[src/rtl/sipo_pkg.sv]
// rtl/sipo_pkg.sv - shared state encoding and default frame width for the SIPO deserializer
package sipo_pkg;

    localparam int SIPO_DEFAULT_WIDTH = 8;

    typedef enum logic [1:0] {
        IDLE   = 2'd0,
        SHIFT  = 2'd1,
        PARITY = 2'd2
    } sipo_state_e;

endpackage

[src/rtl/sipo_out_stage.sv]
// rtl/sipo_out_stage.sv - output word register with valid/ready handshake and overrun pulse
module sipo_out_stage #(
    parameter int WIDTH = 8
) (
    input  logic             clk,
    input  logic             rst,
    input  logic             word_valid_i,
    input  logic [WIDTH-1:0] word_i,
    input  logic             word_perr_i,
    input  logic             out_ready_i,
    output logic [WIDTH-1:0] data_o,
    output logic             valid_o,
    output logic             perr_o,
    output logic             overrun_o
);

    logic [WIDTH-1:0] data_q, data_d;
    logic             valid_q, valid_d;
    logic             perr_q, perr_d;
    logic             overrun_q, overrun_d;

    always_comb begin
        data_d    = data_q;
        valid_d   = valid_q;
        perr_d    = perr_q;
        overrun_d = 1'b0;
        if (word_valid_i) begin
            // A completing word may replace the pending one only if that one leaves this edge.
            if (!valid_q || out_ready_i) begin
                data_d  = word_i;
                perr_d  = word_perr_i;
                valid_d = 1'b1;
            end else begin
                overrun_d = 1'b1;
            end
        end else if (valid_q && out_ready_i) begin
            valid_d = 1'b0;
        end
    end

    always_ff @(posedge clk or posedge rst) begin
        if (rst) begin
            data_q    <= '0;
            valid_q   <= 1'b0;
            perr_q    <= 1'b0;
            overrun_q <= 1'b0;
        end else begin
            data_q    <= data_d;
            valid_q   <= valid_d;
            perr_q    <= perr_d;
            overrun_q <= overrun_d;
        end
    end

    assign data_o    = data_q;
    assign valid_o   = valid_q;
    assign perr_o    = perr_q;
    assign overrun_o = overrun_q;

endmodule

[src/rtl/sipo_deserializer.sv]
// rtl/sipo_deserializer.sv - MSB-first serial-to-parallel receiver; SIPO_PARITY_EN adds a trailing even-parity bit
module sipo_deserializer
    import sipo_pkg::*;
#(
    parameter int WIDTH = SIPO_DEFAULT_WIDTH
) (
    input  logic             clk,
    input  logic             reset,
    input  logic             enable,
    input  logic             frame_start,
    input  logic             serial_in,
    input  logic             out_ready,
    output logic [WIDTH-1:0] parallel_out,
    output logic             out_valid,
    output logic             busy,
    output logic             overrun,
    output logic             parity_err
);

    localparam int CW = $clog2(WIDTH + 1);
    localparam logic [CW-1:0] LAST_CNT = CW'(WIDTH - 1);

    sipo_state_e      state_q, state_d;
    logic [WIDTH-1:0] shift_q, shift_d;
    logic [CW-1:0]    cnt_q, cnt_d;

    logic [WIDTH-1:0] shifted;
    logic [WIDTH-1:0] first_bit;
    logic [WIDTH-1:0] word_data;
    logic             word_done;
    logic             word_perr;

    assign shifted   = {shift_q[WIDTH-2:0], serial_in};
    assign first_bit = {{(WIDTH-1){1'b0}}, serial_in};

    always_ff @(posedge clk or posedge reset) begin
        if (reset) begin
            state_q <= IDLE;
            shift_q <= '0;
            cnt_q   <= '0;
        end else begin
            state_q <= state_d;
            shift_q <= shift_d;
            cnt_q   <= cnt_d;
        end
    end

    always_comb begin
        state_d = state_q;
        case (state_q)
            IDLE: begin
                if (enable && frame_start) state_d = SHIFT;
            end
            SHIFT: begin
                if (!enable)                state_d = IDLE;
                else if (frame_start)       state_d = SHIFT;
                else if (cnt_q == LAST_CNT) begin
`ifdef SIPO_PARITY_EN
                    state_d = PARITY;
`else
                    state_d = IDLE;
`endif
                end
            end
            PARITY: begin
                if (enable && frame_start) state_d = SHIFT;
                else                       state_d = IDLE;
            end
            default: state_d = IDLE;
        endcase
    end

    always_comb begin
        shift_d   = shift_q;
        cnt_d     = cnt_q;
        word_done = 1'b0;
        word_perr = 1'b0;
        word_data = shifted;
        busy      = (state_q != IDLE);
        case (state_q)
            IDLE: begin
                if (enable && frame_start) begin
                    shift_d = first_bit;
                    cnt_d   = CW'(1);
                end else begin
                    shift_d = '0;
                    cnt_d   = '0;
                end
            end
            SHIFT: begin
                if (!enable) begin
                    shift_d = '0;
                    cnt_d   = '0;
                end else if (frame_start) begin
                    shift_d = first_bit;
                    cnt_d   = CW'(1);
                end else if (cnt_q == LAST_CNT) begin
`ifdef SIPO_PARITY_EN
                    shift_d = shifted;
                    cnt_d   = CW'(WIDTH);
`else
                    word_done = 1'b1;
                    shift_d   = '0;
                    cnt_d     = '0;
`endif
                end else begin
                    shift_d = shifted;
                    cnt_d   = cnt_q + CW'(1);
                end
            end
            PARITY: begin
                shift_d = '0;
                cnt_d   = '0;
`ifdef SIPO_PARITY_EN
                word_data = shift_q;
                if (enable && frame_start) begin
                    shift_d = first_bit;
                    cnt_d   = CW'(1);
                end else if (enable) begin
                    // Even parity: the XOR over data and parity bit is 0 for a clean word.
                    word_done = 1'b1;
                    word_perr = (^shift_q) ^ serial_in;
                end
`endif
            end
            default: begin
                shift_d = '0;
                cnt_d   = '0;
            end
        endcase
    end

    sipo_out_stage #(.WIDTH(WIDTH)) u_out_stage (
        .clk          (clk),
        .rst          (reset),
        .word_valid_i (word_done),
        .word_i       (word_data),
        .word_perr_i  (word_perr),
        .out_ready_i  (out_ready),
        .data_o       (parallel_out),
        .valid_o      (out_valid),
        .perr_o       (parity_err),
        .overrun_o    (overrun)
    );

endmodule

[config.mk]
export PLATFORM = sky130hd
export DESIGN_NAME = sipo_deserializer
export DESIGN_NICKNAME = d
export VERILOG_FILES = /design/src/rtl/sipo_pkg.sv /design/src/rtl/sipo_out_stage.sv /design/src/rtl/sipo_deserializer.sv
export SDC_FILE = /design/constraint.sdc
export NUM_CORES = 1
export LEC_CHECK = 0
export BUFFER_PORTS_ARGS = -buffer_cell sky130_fd_sc_hd__buf_2
export CORE_MARGIN = 5
export CORE_UTILIZATION = 51
export DETAILED_ROUTE_END_ITERATION = 10
export HOLD_SLACK_MARGIN = 0.02
export PLACE_DENSITY = 0.78
export SETUP_SLACK_MARGIN = 0.05
export SLEW_MARGIN = 10
export SYNTH_ARGS = -nofsm -noshare
export SYNTH_HDL_FRONTEND = slang
export SYNTH_HIERARCHICAL = 1
export SYNTH_SLANG_ARGS = --single-unit
[constraint.sdc]
create_clock -name clk -period 3.1 [get_ports clk]
set_input_delay 0.62 -clock clk [delete_from_list [all_inputs] [get_ports clk]]
set_output_delay 0.62 -clock clk [all_outputs]
set_load 0.01 [all_outputs]
After elaboration in Yosys (flattened, before gate mapping)
Cells that the tools add are included.
{ "totals": {"ff_bits": 23, "inputBits": 6, "elab_cells": 48} }
{ "op_classes": {"addsub": 1, "eq_ne": 6, "muxes": 25, "n_reduce_logical": 10} }
{ "ops": {"columns": ["cell", "count"], "rows": [
  ["$mux 7", 3],
  ["$pmux 7 s2", 1],
  ["$mux 1", 12],
  ["$mux 4", 3],
  ["$mux 2", 4],
  ["$pmux 4 s2", 1],
  ["$pmux 2 s3", 1],
  ["$reduce_and 2->1", 3],
  ["$add 4x1->4 const B", 1],
  ["$eq 4x3->1 const B", 1],
  ["$ne 2x2->1 const B", 2],
  ["$ne 4x4->1 const B", 1],
  ["$reduce_bool 2->1", 2],
  ["$eq 2x1->1 const B", 1],
  ["$eq 2x2->1 const B", 1],
  ["$logic_and 1x1->1", 2],
  ["$logic_not 2->1", 1],
  ["$logic_not 1->1", 1],
  ["$logic_or 1x1->1", 1]
]} }

Longest topological paths before layout
{ "depth": {"depth_word": 7, "mapped_depth": 5} }

Cells and area by module
Netlist, hierarchy kept.
{ "by_module_without_submodules": {"columns": ["module", "instances", "cells_each", "area_per_inst_um2", "seq_area_each_um2"], "rows": [
  ["sipo_deserializer", 1, 39, 490.5, 300.3],
  ["sipo_out_stage", 1, 26, 416.6, 275.3]
]} }

Worst setup path before layout
No wires, ideal clock.
{ "synth_timing": {"path_kind": "in2reg", "startpoint": "in frame_start", "endpoint": "reg u_out_stage.data_q[0], in the netlist u_out_stage/data_o[0]", "arrival_ns": 1.385, "t_required_ns": 2.975, "setup_slack_ns": 1.590, "stages": 4, "path_cell_list": "nand3b_4 nor2_1 nand2_4 mux2_2"} }
{ "synth_between": {"elab_chain_cells": 4} }
{ "synth_rtl": {"columns": ["element", "line", "source"], "rows": [
  ["from (decl)", "sipo_deserializer.sv:10", "input logic frame_start,"],
  ["$mux 1", "sipo_deserializer.sv:94", "end else if (frame_start) begin"],
  ["$mux 1", "sipo_deserializer.sv:91", "if (!enable) begin"],
  ["$mux 1", "sipo_deserializer.sv:80", "case (state_q)"],
  ["via word_done", "sipo_deserializer.sv:30", "logic word_done;"],
  ["$reduce_and 2->1 (no source line)", null, null],
  ["to (signal assigned)", "sipo_out_stage.sv:48", "data_q <= data_d;"],
  ["to (decl)", "sipo_out_stage.sv:17", "logic [WIDTH-1:0] data_q, data_d;"]
]} }
The timed path passes the listed nets, and every way through them passes these cells.
A chain may end at the register's enable or synchronous reset.

Worst setup path after layout
{ "layout_timing": {"startpoint": "reg state_q[0]", "endpoint": "out busy"} }
{ "layout_between": {"elab_chain_cells": 1} }
{ "layout_rtl": {"columns": ["element", "line", "source"], "rows": [
  ["from (decl)", "sipo_deserializer.sv:23", "sipo_state_e state_q, state_d;"],
  ["from (signal assigned)", "sipo_deserializer.sv:42", "state_q <= state_d;"],
  ["$reduce_bool 2->1", "sipo_deserializer.sv:79", "busy = (state_q != IDLE);"],
  ["to (decl)", "sipo_deserializer.sv:15", "output logic busy,"]
]} }
No other way between the ends.

==> impl_metrics.yaml <==
cts:
  cts_tree: "yes"
  htree_levels: 1
  root_buffer: "clkbuf_4"
  clkSinkCount: 23
  cts_made_buffers: 3
  clock_slew_seen_by_the_registers_of_the_worst_setup_and_hold_paths_ps: 130
  cts_buffer_depth: 2
  cts-hold-fix-buffers: 0
  postCtsSetupBuffers: 0
  cts_resized: 0
  clock_insertion_delay_worst_skew_ps: 300
critical_path:
  worstSetupStartpointType: "flip-flop"
  critical_path_required_ps: 2480
  critical_path.reg2reg.endpoint: "u_out_stage/data_o[7]"
  critical-path-top-delay-family: "flip-flops"
  cp-end-kind: "output port"
  crit_chain: "buf_2"
  ff2ff_setup_slack_ps: 1610
  crit_cells: 1
  cp_num_buf_inv: 1
  reg2reg_from: "cnt_q[0]"
  worstRegToRegCells: 5
  critical_path_peak_fanout: 4
  critPathArrivalTime_ps: 900
  worstSetupPathType: "reg2out"
  critPathMaxStageDelay_ps: 440
  critical_path.slowest_cell: "dfrtp_1"
cells_and_area:
  layout.area.seq_sq_um: 576
  finish.net_count: 94
  final_layout_size_suffix_gt1_share_pct: 40.7
  multiInputGateArea_sq_um: 313
  fillCellCount: 139
  layout.cell_area.non_filler_sq_mm: 0.00105
  areaGrowthSynthToFinish_pct: 15.9
  num_antenna_cells: 0
  utilization_pct: 61.5
  non_filler_instance_count_after_layout: 111
pwr:
  internal_power_w: 0.000358
  clock_power_share_pct: 29.0
  part_of_the_power_in_registers_pct: 66.6
  sw_ratio_pct: 21.8
  power_switching_w: 0.000100
  power_frac_comb_pct: 4.4
  static_leakage_nw: 0.630
  power_per_cell_area_mw_per_mm2: 436
  peakVddDrop_uv: 262
die:
  floorplan_core_area_sq_mm: 0.00171
  boundaryPins: 18
  start_util_pct: 53.1
  die-area_sq_mm: 0.00272
  die_h_um: 52.2
  dieWidth_um: 52.2
  rows: 15
global_route:
  grt_max_degree: 14
  number_of_antenna_violations_at_the_first_check_in_global_routing: 0
  grt_pass1_vias: 585
  grt_first_pass_wirelength_mm: 2.58
  grt_overflow: 0
  grt.total_usage_pct: 13.1
route:
  post-route-drc-count: 0
  drt_pre_antenna_iters: 4
  detailroute.via_count: 513
  routed_wirelength_mm: 1.34
  ant_nets: 0
  routed_wire_length_per_instance_um: 12.1
  initialDrtViolationCount: 2
  viasPerCell: 4.62
place:
  weighted_congestion_at_the_end_of_routability_driven_global_placement: 0.646
  place.port_buffers: 17
  numPlacedInstances: 107
  post_dp_cell_area_sq_mm: 0.00102
  detailedPlacementHpwl_mm: 1.04
outcome:
  result_of_the_run: "complete, no violations"
yosys:
  yosys_warnings: 6
  synth_sequential_area_ratio_pct: 63.4
  post_syn_nets: 72
  average_cell_area_after_synthesis_sq_um: 14.0
  mappedNetlistArea_sq_um: 907
  ys_types: 17
  synthesis.instances: 65
  synth.ff_latch_count: 23
sta:
  max_freq_mhz: 659
  setup_viol: 0
  slew_violations: 0
  fin_setup_tns_ps: 0
  period_share_pct: 49.0
  period_minus_slack_ps: 1520
  timing.final.hold_violations: 0
  clock_skew_ps: 11.5
  rsz0062_at_grt: "false"
worst_hold_path:
  min-delay-path-class: "in2async"
flow_run:
  drv.max_cap_violation_count: 0
sequential cells by signal (all words and copies together) (netlist names):
register               flops
u_out_stage/data_o         8
shift_q                    7
cnt_q                      4
state_q                    1
u_out_stage/overrun_o      1
u_out_stage/perr_o         1
u_out_stage/valid_o        1
cells in the mapped netlist:
cell type / number / share of area, %
inv_1: 5 / 2.1
a31oi_1: 1 / 0.69
a21oi_1: 1 / 0.55
nor2b_4: 1 / 1.5
nor2b_1: 2 / 1.4
nand2b_4: 1 / 1.5
ha_1: 1 / 1.4
nand2_1: 2 / 0.83
xnor2_1: 2 / 1.9
and2_1: 7 / 4.8
conb_1: 1 / 0.41
nor2_1: 5 / 2.1
nand2_4: 1 / 1.2
dfrtp_1: 23 / 63
nand3_1: 1 / 0.55
mux2_2: 9 / 11
nand3b_4: 2 / 4.4
area by class of cell:
class	count	area share, %
clock inverters	1	0.476
multi-input cells	37	29.8
inverters	5	1.79
clock buffers	3	2.14
repair buffers	17	8.10
well taps	25	2.98
flip-flops and latches	23	54.8
worst max path at each step:
stage,start,end,slack [ps]
after floorplan,frame_start,u_out_stage/data_o[0],1590
after global routing,cnt_q[0],u_out_stage/perr_o,1500
after detailed placement,frame_start,u_out_stage/data_o[1],1370
final,state_q[0],busy,1580
after global placement,frame_start,u_out_stage/data_o[1],1420
after CTS,state_q[0],busy,1570
routing by layer:
metal,global-route usage (%),share of wire [%],up-vias
li1,-,-,247
met1,16.9,45,250
met2,21.3,47,14
met3,3.70,6.9,2
met4,3.83,0.90,0
met5,0,0,-
per-stage QoR:
stage	setup slack [ps]	total power, W	hold WS [ps]
6_report	1580	0.000458	286
5_1_grt	1500	0.000488	304
4_1_cts	1570	0.000462	316
3_5_place_dp	1370	0.000332	471
3_3_place_gp	1420	0.000331	458
2_1_floorplan	1590	0.000323	449
placed cells by master, fill, tap and decap left out, drive strengths merged, types with 2 or more instances in the layout:
cell,count
and2,7
buf,17
clkbuf,3
dfrtp,23
inv,5
mux2,9
nand2,3
nand3b,2
nor2,5
nor2b,3
xnor2,2
power groups by stage:
stage	Clock, W	Combinational, W	Sequential [W]
6_report	0.000133	0.0000200	0.000305
5_1_grt	0.000158	0.0000241	0.000306
4_1_cts	0.000135	0.0000209	0.000305
3_5_place_dp	0	0.0000207	0.000311
3_3_place_gp	0	0.0000200	0.000311
2_1_floorplan	0	0.0000120	0.000311
kinds of logic after synthesis:
group | synth area share [%]
buf+inv | 2.07
flops | 63.4
simple gates | 18.3
fa+ha+maj | 1.38
xor+xnor | 1.93
mux | 11.2
compound gates | 1.24
other cells | 0.413
Note: power is estimated with default switching activity, not from simulation.
